<file path="config.mk">
export PLATFORM = sky130hd
export DESIGN_NAME = voice_alloc
export DESIGN_NICKNAME = d
export VERILOG_FILES = /design/src/rtl/voice_alloc.sv
export SDC_FILE = /design/constraint.sdc
export NUM_CORES = 1
export LEC_CHECK = 0
export ABC_AREA = 1
export BUFFER_PORTS_ARGS = -buffer_cell sky130_fd_sc_hd__buf_2
export CAP_MARGIN = 5
export CORE_MARGIN = 2
export CORE_UTILIZATION = 35
export CTS_CLUSTER_SIZE = 10
export DETAILED_ROUTE_END_ITERATION = 6
export GPL_TIMING_DRIVEN = 0
export HOLD_SLACK_MARGIN = 0.05
export PLACE_DENSITY_LB_ADDON = 0.12
export SETUP_SLACK_MARGIN = 0.02
export SLEW_MARGIN = 15
export SYNTH_ARGS = -nofsm -noshare
export SYNTH_HDL_FRONTEND = slang
export SYNTH_SLANG_ARGS = --single-unit
</file>
<file path="constraint.sdc">
create_clock -name clk_i -period 3.25 [get_ports clk_i]
set_input_delay 0.1625 -clock clk_i [delete_from_list [all_inputs] [get_ports clk_i]]
set_output_delay 0.1625 -clock clk_i [all_outputs]
set_load 0.02 [all_outputs]
</file>
<file path="src/rtl/voice_alloc.sv">
// Polyphonic voice allocator: maps note-on/note-off strobes onto voice slots,
// tracks per-voice note and age (0 = newest), and steals the oldest voice or
// drops the new note when every slot is busy.
module voice_alloc #(
  parameter int VOICES = 4,
  parameter int NOTE_W = 8,
  parameter int STEAL  = 1
) (
  input  logic                          clk_i,
  input  logic                          nrst_i,
  input  logic [NOTE_W-1:0]             note_i,
  input  logic                          noteOnStrb_i,
  input  logic                          noteOffStrb_i,
  input  logic                          allOff_i,
  output logic [VOICES*NOTE_W-1:0]      voiceNote_o,
  output logic [VOICES-1:0]             voiceEn_o,
  output logic [$clog2(VOICES+1)-1:0]   activeCount_o,
  output logic                          stealStrb_o,
  output logic                          dropStrb_o
);

  localparam int AW = $clog2(VOICES);
  localparam int CW = $clog2(VOICES+1);

  logic [VOICES-1:0]             r_active, w_active_next;
  logic [VOICES-1:0][NOTE_W-1:0] r_note, w_note_next;
  logic [VOICES-1:0][AW-1:0]     r_age, w_age_next;
  logic [CW-1:0]                 r_count, w_count_next;
  logic                          r_steal, w_steal_next;
  logic                          r_drop, w_drop_next;

  logic [VOICES-1:0] w_match;
  logic              w_hit;
  logic              w_full;
  logic [AW-1:0]     w_hit_idx, w_hit_age, w_free_idx, w_old_idx, w_target;

  // An active slot matches when it holds the incoming note; retrigger keeps this one-hot.
  genvar gi;
  generate
    for (gi = 0; gi < VOICES; gi++) begin : g_match
      assign w_match[gi] = r_active[gi] && (r_note[gi] == note_i);
    end
  endgenerate

  assign w_hit     = |w_match;
  assign w_full    = (r_count == CW'(VOICES));
  assign w_hit_age = r_age[w_hit_idx];

  // Locate the matching slot, the lowest-index free slot and the oldest active slot.
  always_comb begin
    w_hit_idx  = '0;
    w_free_idx = '0;
    w_old_idx  = '0;
    for (int k = VOICES-1; k >= 0; k--) begin
      if (w_match[k]) w_hit_idx = AW'(k);
      if (!r_active[k]) w_free_idx = AW'(k);
      if (r_active[k] && (r_age[k] == AW'(VOICES-1))) w_old_idx = AW'(k);
    end
  end

  // Next-state: one event per cycle, allOff over note-on over note-off.
  always_comb begin
    w_active_next = r_active;
    w_note_next   = r_note;
    w_age_next    = r_age;
    w_count_next  = r_count;
    w_steal_next  = 1'b0;
    w_drop_next   = 1'b0;
    w_target      = w_full ? w_old_idx : w_free_idx;
    if (allOff_i) begin
      w_active_next = '0;
      w_age_next    = '0;
      w_count_next  = '0;
    end else if (noteOnStrb_i) begin
      if (w_hit) begin
        // Retrigger: the held voice becomes newest, younger voices age by one.
        for (int k = 0; k < VOICES; k++) begin
          if (r_active[k]) begin
            if (AW'(k) == w_hit_idx) w_age_next[k] = '0;
            else if (r_age[k] < w_hit_age) w_age_next[k] = r_age[k] + AW'(1);
          end
        end
      end else if (!w_full || (STEAL != 0)) begin
        // New allocation (free slot or stolen oldest slot); everyone else ages.
        for (int k = 0; k < VOICES; k++) begin
          if (r_active[k] && (AW'(k) != w_target)) w_age_next[k] = r_age[k] + AW'(1);
        end
        w_active_next[w_target] = 1'b1;
        w_note_next[w_target]   = note_i;
        w_age_next[w_target]    = '0;
        if (w_full) w_steal_next = 1'b1;
        else        w_count_next = r_count + CW'(1);
      end else begin
        w_drop_next = 1'b1;
      end
    end else if (noteOffStrb_i && w_hit) begin
      // Release: voices older than the released one close the gap.
      for (int k = 0; k < VOICES; k++) begin
        if (r_active[k] && (r_age[k] > w_hit_age)) w_age_next[k] = r_age[k] - AW'(1);
      end
      w_active_next[w_hit_idx] = 1'b0;
      w_age_next[w_hit_idx]    = '0;
      w_count_next             = r_count - CW'(1);
    end
  end

  // State registers with asynchronous active-low reset.
  always_ff @(posedge clk_i or negedge nrst_i) begin
    if (!nrst_i) begin
      r_active <= '0;
      r_note   <= '0;
      r_age    <= '0;
      r_count  <= '0;
      r_steal  <= 1'b0;
      r_drop   <= 1'b0;
    end else begin
      r_active <= w_active_next;
      r_note   <= w_note_next;
      r_age    <= w_age_next;
      r_count  <= w_count_next;
      r_steal  <= w_steal_next;
      r_drop   <= w_drop_next;
    end
  end

  assign voiceNote_o   = r_note;
  assign voiceEn_o     = r_active;
  assign activeCount_o = r_count;
  assign stealStrb_o   = r_steal;
  assign dropStrb_o    = r_drop;

endmodule

</file>
==> metrics.md <==
| Metric | Value |
|---|---|
| Most frequent cells in the layout | nand2_1, inv_1, nand3_1, buf_2, dfrtp_1 |
| Area Growth Syn to Fin | 14.4% |
| Detail Route Antenna Nets | 0 |
| WP data required | 3.46 ns |
| Post-synthesis cell area | 3940 sq um |
| Mean Syn Cell Area | 6.74 sq um |
| Worst EP arrival | 3.13 ns |
| Most common cell after layout, fill and taps aside | nand2_1 |
| Synth cell types | 39 |
| CP peak stage delay | 0.45 ns |
| R2R Path End | r_age[3] |
| First-pass DRT Iterations | 5 |
| Initial Util | 36.1% |
| R2r worst-path depth | 20 |
| CP max stage cell | dfrtp_1 |
| GRT Total Usage | 20.1% |
| Die height | 110 um |
| Pwr per Cell Area | 472 nW/um^2 |
| Setup violators final | 0 |
| Worst Skew | 0.00889 ns |
| Critical path's top delay family | simple AND/OR/NAND/NOR gates |
| H-tree depth | 2 |
| Leak | 2.38 nW |
| Drt wl/cell | 14.4 um |
| Number of I/O port buffers | 46 |
| FF+latch count, synth | 48 |
| Clk sinks | 48 |
| Layout Nets | 667 |
| Vias per std cell | 4.90 |
| Register area share after synthesis | 30.5% |
| Max Cap Viol | 0 |
| Ant diodes | 0 |
| Synthesized net count | 610 |
| Worst path depth | 20 |
| Worst path bufs/invs | 5 |
| Critical Path Sink Type | flip-flop |
| Yosys warnings | 0 |
| Largest net degree at the start of global routing | 49 |
| Die area | 12,100 sq um |
| Final Critical Period | 2.93 ns |
| Vias in the first global route | 3,633 |
| Die X | 110 um |
| Final hold slack | 0.0998 ns |
| DP HPWL | 8.69 mm |
| Clock tree from TritonCTS | built |
| Total CTS buffers | 5 |
| Critical path launch point type | flip-flop |
| Status | finished, final reports clean |
| Gr ovfl total | 0 |
| Share of cells above drive strength 1 | 19.2% |
| Worst hold path class | primary input to flip-flop |
| CP endpoint | r_age[3] |
| Reg-to-reg startpoint | voiceNote_o[13] |
| DR vias | 3,834 |
| Post-Syn Instances | 584 |
| Crit Path Class | flip-flop to flip-flop |
| Initial antenna violation count | 0 |
| Critical path origin | voiceNote_o[13] |
| Worst VDD drop | 0.000227 V |
| Critical-path cell list | inv_1 -> nor2_1 -> nor3_1 -> nand3_1 -> nand4_1 -> o22ai_1 -> a21o_1 -> inv_1 -> ha_1 -> inv_1 -> a21oi_1 -> inv_1 -> nand3_1 -> inv_1 -> o211ai_1 -> nand2_1 -> nand2_1 -> nand2_1 -> nand2_1 -> nand2_1 |
| CTS clk-pin slew, worst paths | 0.10 ns |
| Initial detailed-routing violation count | 227 |
| Setup TNS | 0 ns |
| Row Count | 38 |
| First-pass GRT wire length | 18.6 mm |
| Core Box Area | 10,900 sq um |
| Hold Vio Cnt, Final | 0 |
| Pins over their slew limit | 0 |
| Worst slew margin | 50.0% |
| Total Wirelength | 11.3 mm |
| Clk buf depth | 2 |
| Clock Tree Root | clkbuf_8 |
| Clock latency at the later pin of the worst-skew pair | 0.32 ns |
| I/O pin total | 54 |
| Number of remaining DRC errors | 0 |
| Crit-path max FO | 4 |
| Worst Tran Pin Value | 0.747 ns |
| Worst reg-to-reg setup slack | 0.32 ns |
| Gpl congestion | 0.924 |
| Fin crit share | 90.0% |
| Unrepaired setup endpoints after global routing | false |
| Max Fclk | 342 MHz |
| Final core area utilization | 41.4% |
## cell type report
| class | instances | area (sq um) |
|---|---|---|
| Multi-Input combinational cell | 447 | 2340 |
| Sequential cell | 48 | 1200 |
| Fill cell | 1157 | 6380 |
| Tap cell | 140 | 175 |
| Clock inverter | 2 | 13.8 |
| Timing Repair Buffer | 50 | 265 |
| Inverter | 73 | 274 |
| Clock buffer | 6 | 82.6 |
| Buffer | 16 | 153 |
## layer usage
layer  track usage (%)  wire length, um
met5                 0                0
met3              2.70              428
met2              31.5             5080
met1              28.9             5630
met4              5.33              124
## flip-flops by register name (all words and copies together), names as in the netlist
| register | count |
|---|---|
| voiceEn_o | 4 |
| r_age | 8 |
| stealStrb_o | 1 |
| activeCount_o | 3 |
| voiceNote_o | 32 |
## repair_timing
| item | 4_1_cts | 5_1_grt |
|---|---|---|
| setup buffers | 1 | 2 |
| endpoints found under the setup margin | 1 | 8 |
| hold endpoints to repair | 0 | 48 |
| pin swaps | 1 | 2 |
| gates resized for setup | 0 | 11 |
| gates cloned | 0 | 0 |
| hold buffers | 0 | 1 |
## where the power goes
group / internal, W / switching (W)
combinational: 0.000309 / 0.000578
clock: 0.000175 / 0.000229
sequential: 0.000718 / 0.000114
## cells by family (layout without fill, tap and decap cells)
logic type               after synthesis  after routing  share of synthesized area, %
XOR/XNOR                               9              9                          2.00
buffers and inverters                 89            147                          10.7
AO/OA/AOI/OAI                         76             76                          12.6
adder cells (fa/ha/maj)               13             13                          4.32
flip-flops                            48             48                          30.5
other                                  1              1                        0.0953
AND/OR/NAND/NOR                      348            348                          39.8
## synth_stat cells, drive strengths merged
cell,n,area [sq um]
a21boi,1,7.51
a21o,1,7.51
a21oi,19,95.1
and2,2,12.5
and3,1,6.26
buf,16,146
conb,1,3.75
dfrtp,48,1200
fa,1,20.0
ha,12,150
inv,73,274
nand2,223,893
nand3,57,290
nand3b,1,7.51
nand4,6,37.5
nor2,53,293
nor3,5,25.0
o2111ai,1,8.76
o211ai,5,37.5
o21a,9,67.6
o21ai,38,258
o21bai,1,7.51
o22ai,1,6.26
xnor2,6,52.6
xor2,3,26.3
## worst min-delay path by stage
| stage | from | end | slack, ns | cells past startpoint |
|---|---|---|---|---|
| 3_5_place_dp | note_i[2] | voiceNote_o[26] | 0.43 | 3 |
| 3_3_place_gp | note_i[2] | voiceNote_o[26] | 0.43 | 3 |
| 5_1_grt | note_i[2] | voiceNote_o[10] | 0.09 | 3 |
| 4_1_cts | note_i[2] | voiceNote_o[26] | 0.09 | 3 |
| 6_report | note_i[2] | voiceNote_o[26] | 0.1 | 3 |
| 2_1_floorplan | nrst_i | activeCount_o[0] | -0.13 | 0 |
## metrics by stage
| step | setup WS (ns) | instance area [sq um] | power, W | cells |
|---|---|---|---|---|
| 2_1_floorplan | 0.466 | 3940 | 0.00145 | 584 |
| 3_3_place_gp | 0.0174 | 4340 | 0.00172 | 770 |
| 3_5_place_dp | 0.000401 | 4340 | 0.00173 | 770 |
| 4_1_cts | 0.0595 | 4440 | 0.00215 | 779 |
| 5_1_grt | 0.0222 | 4500 | 0.00228 | 782 |
| 6_report | 0.325 | 4500 | 0.00212 | 782 |
## worst register-to-register path, delay by kind of cell (launching register included)
kind,cells,cell delay (ns)
fa+ha+maj,1,0.18
buf+inv,5,0.45
compound gates,4,0.56
flops,1,0.45
simple gates,10,1.18
(Power assumes the default switching activity.)
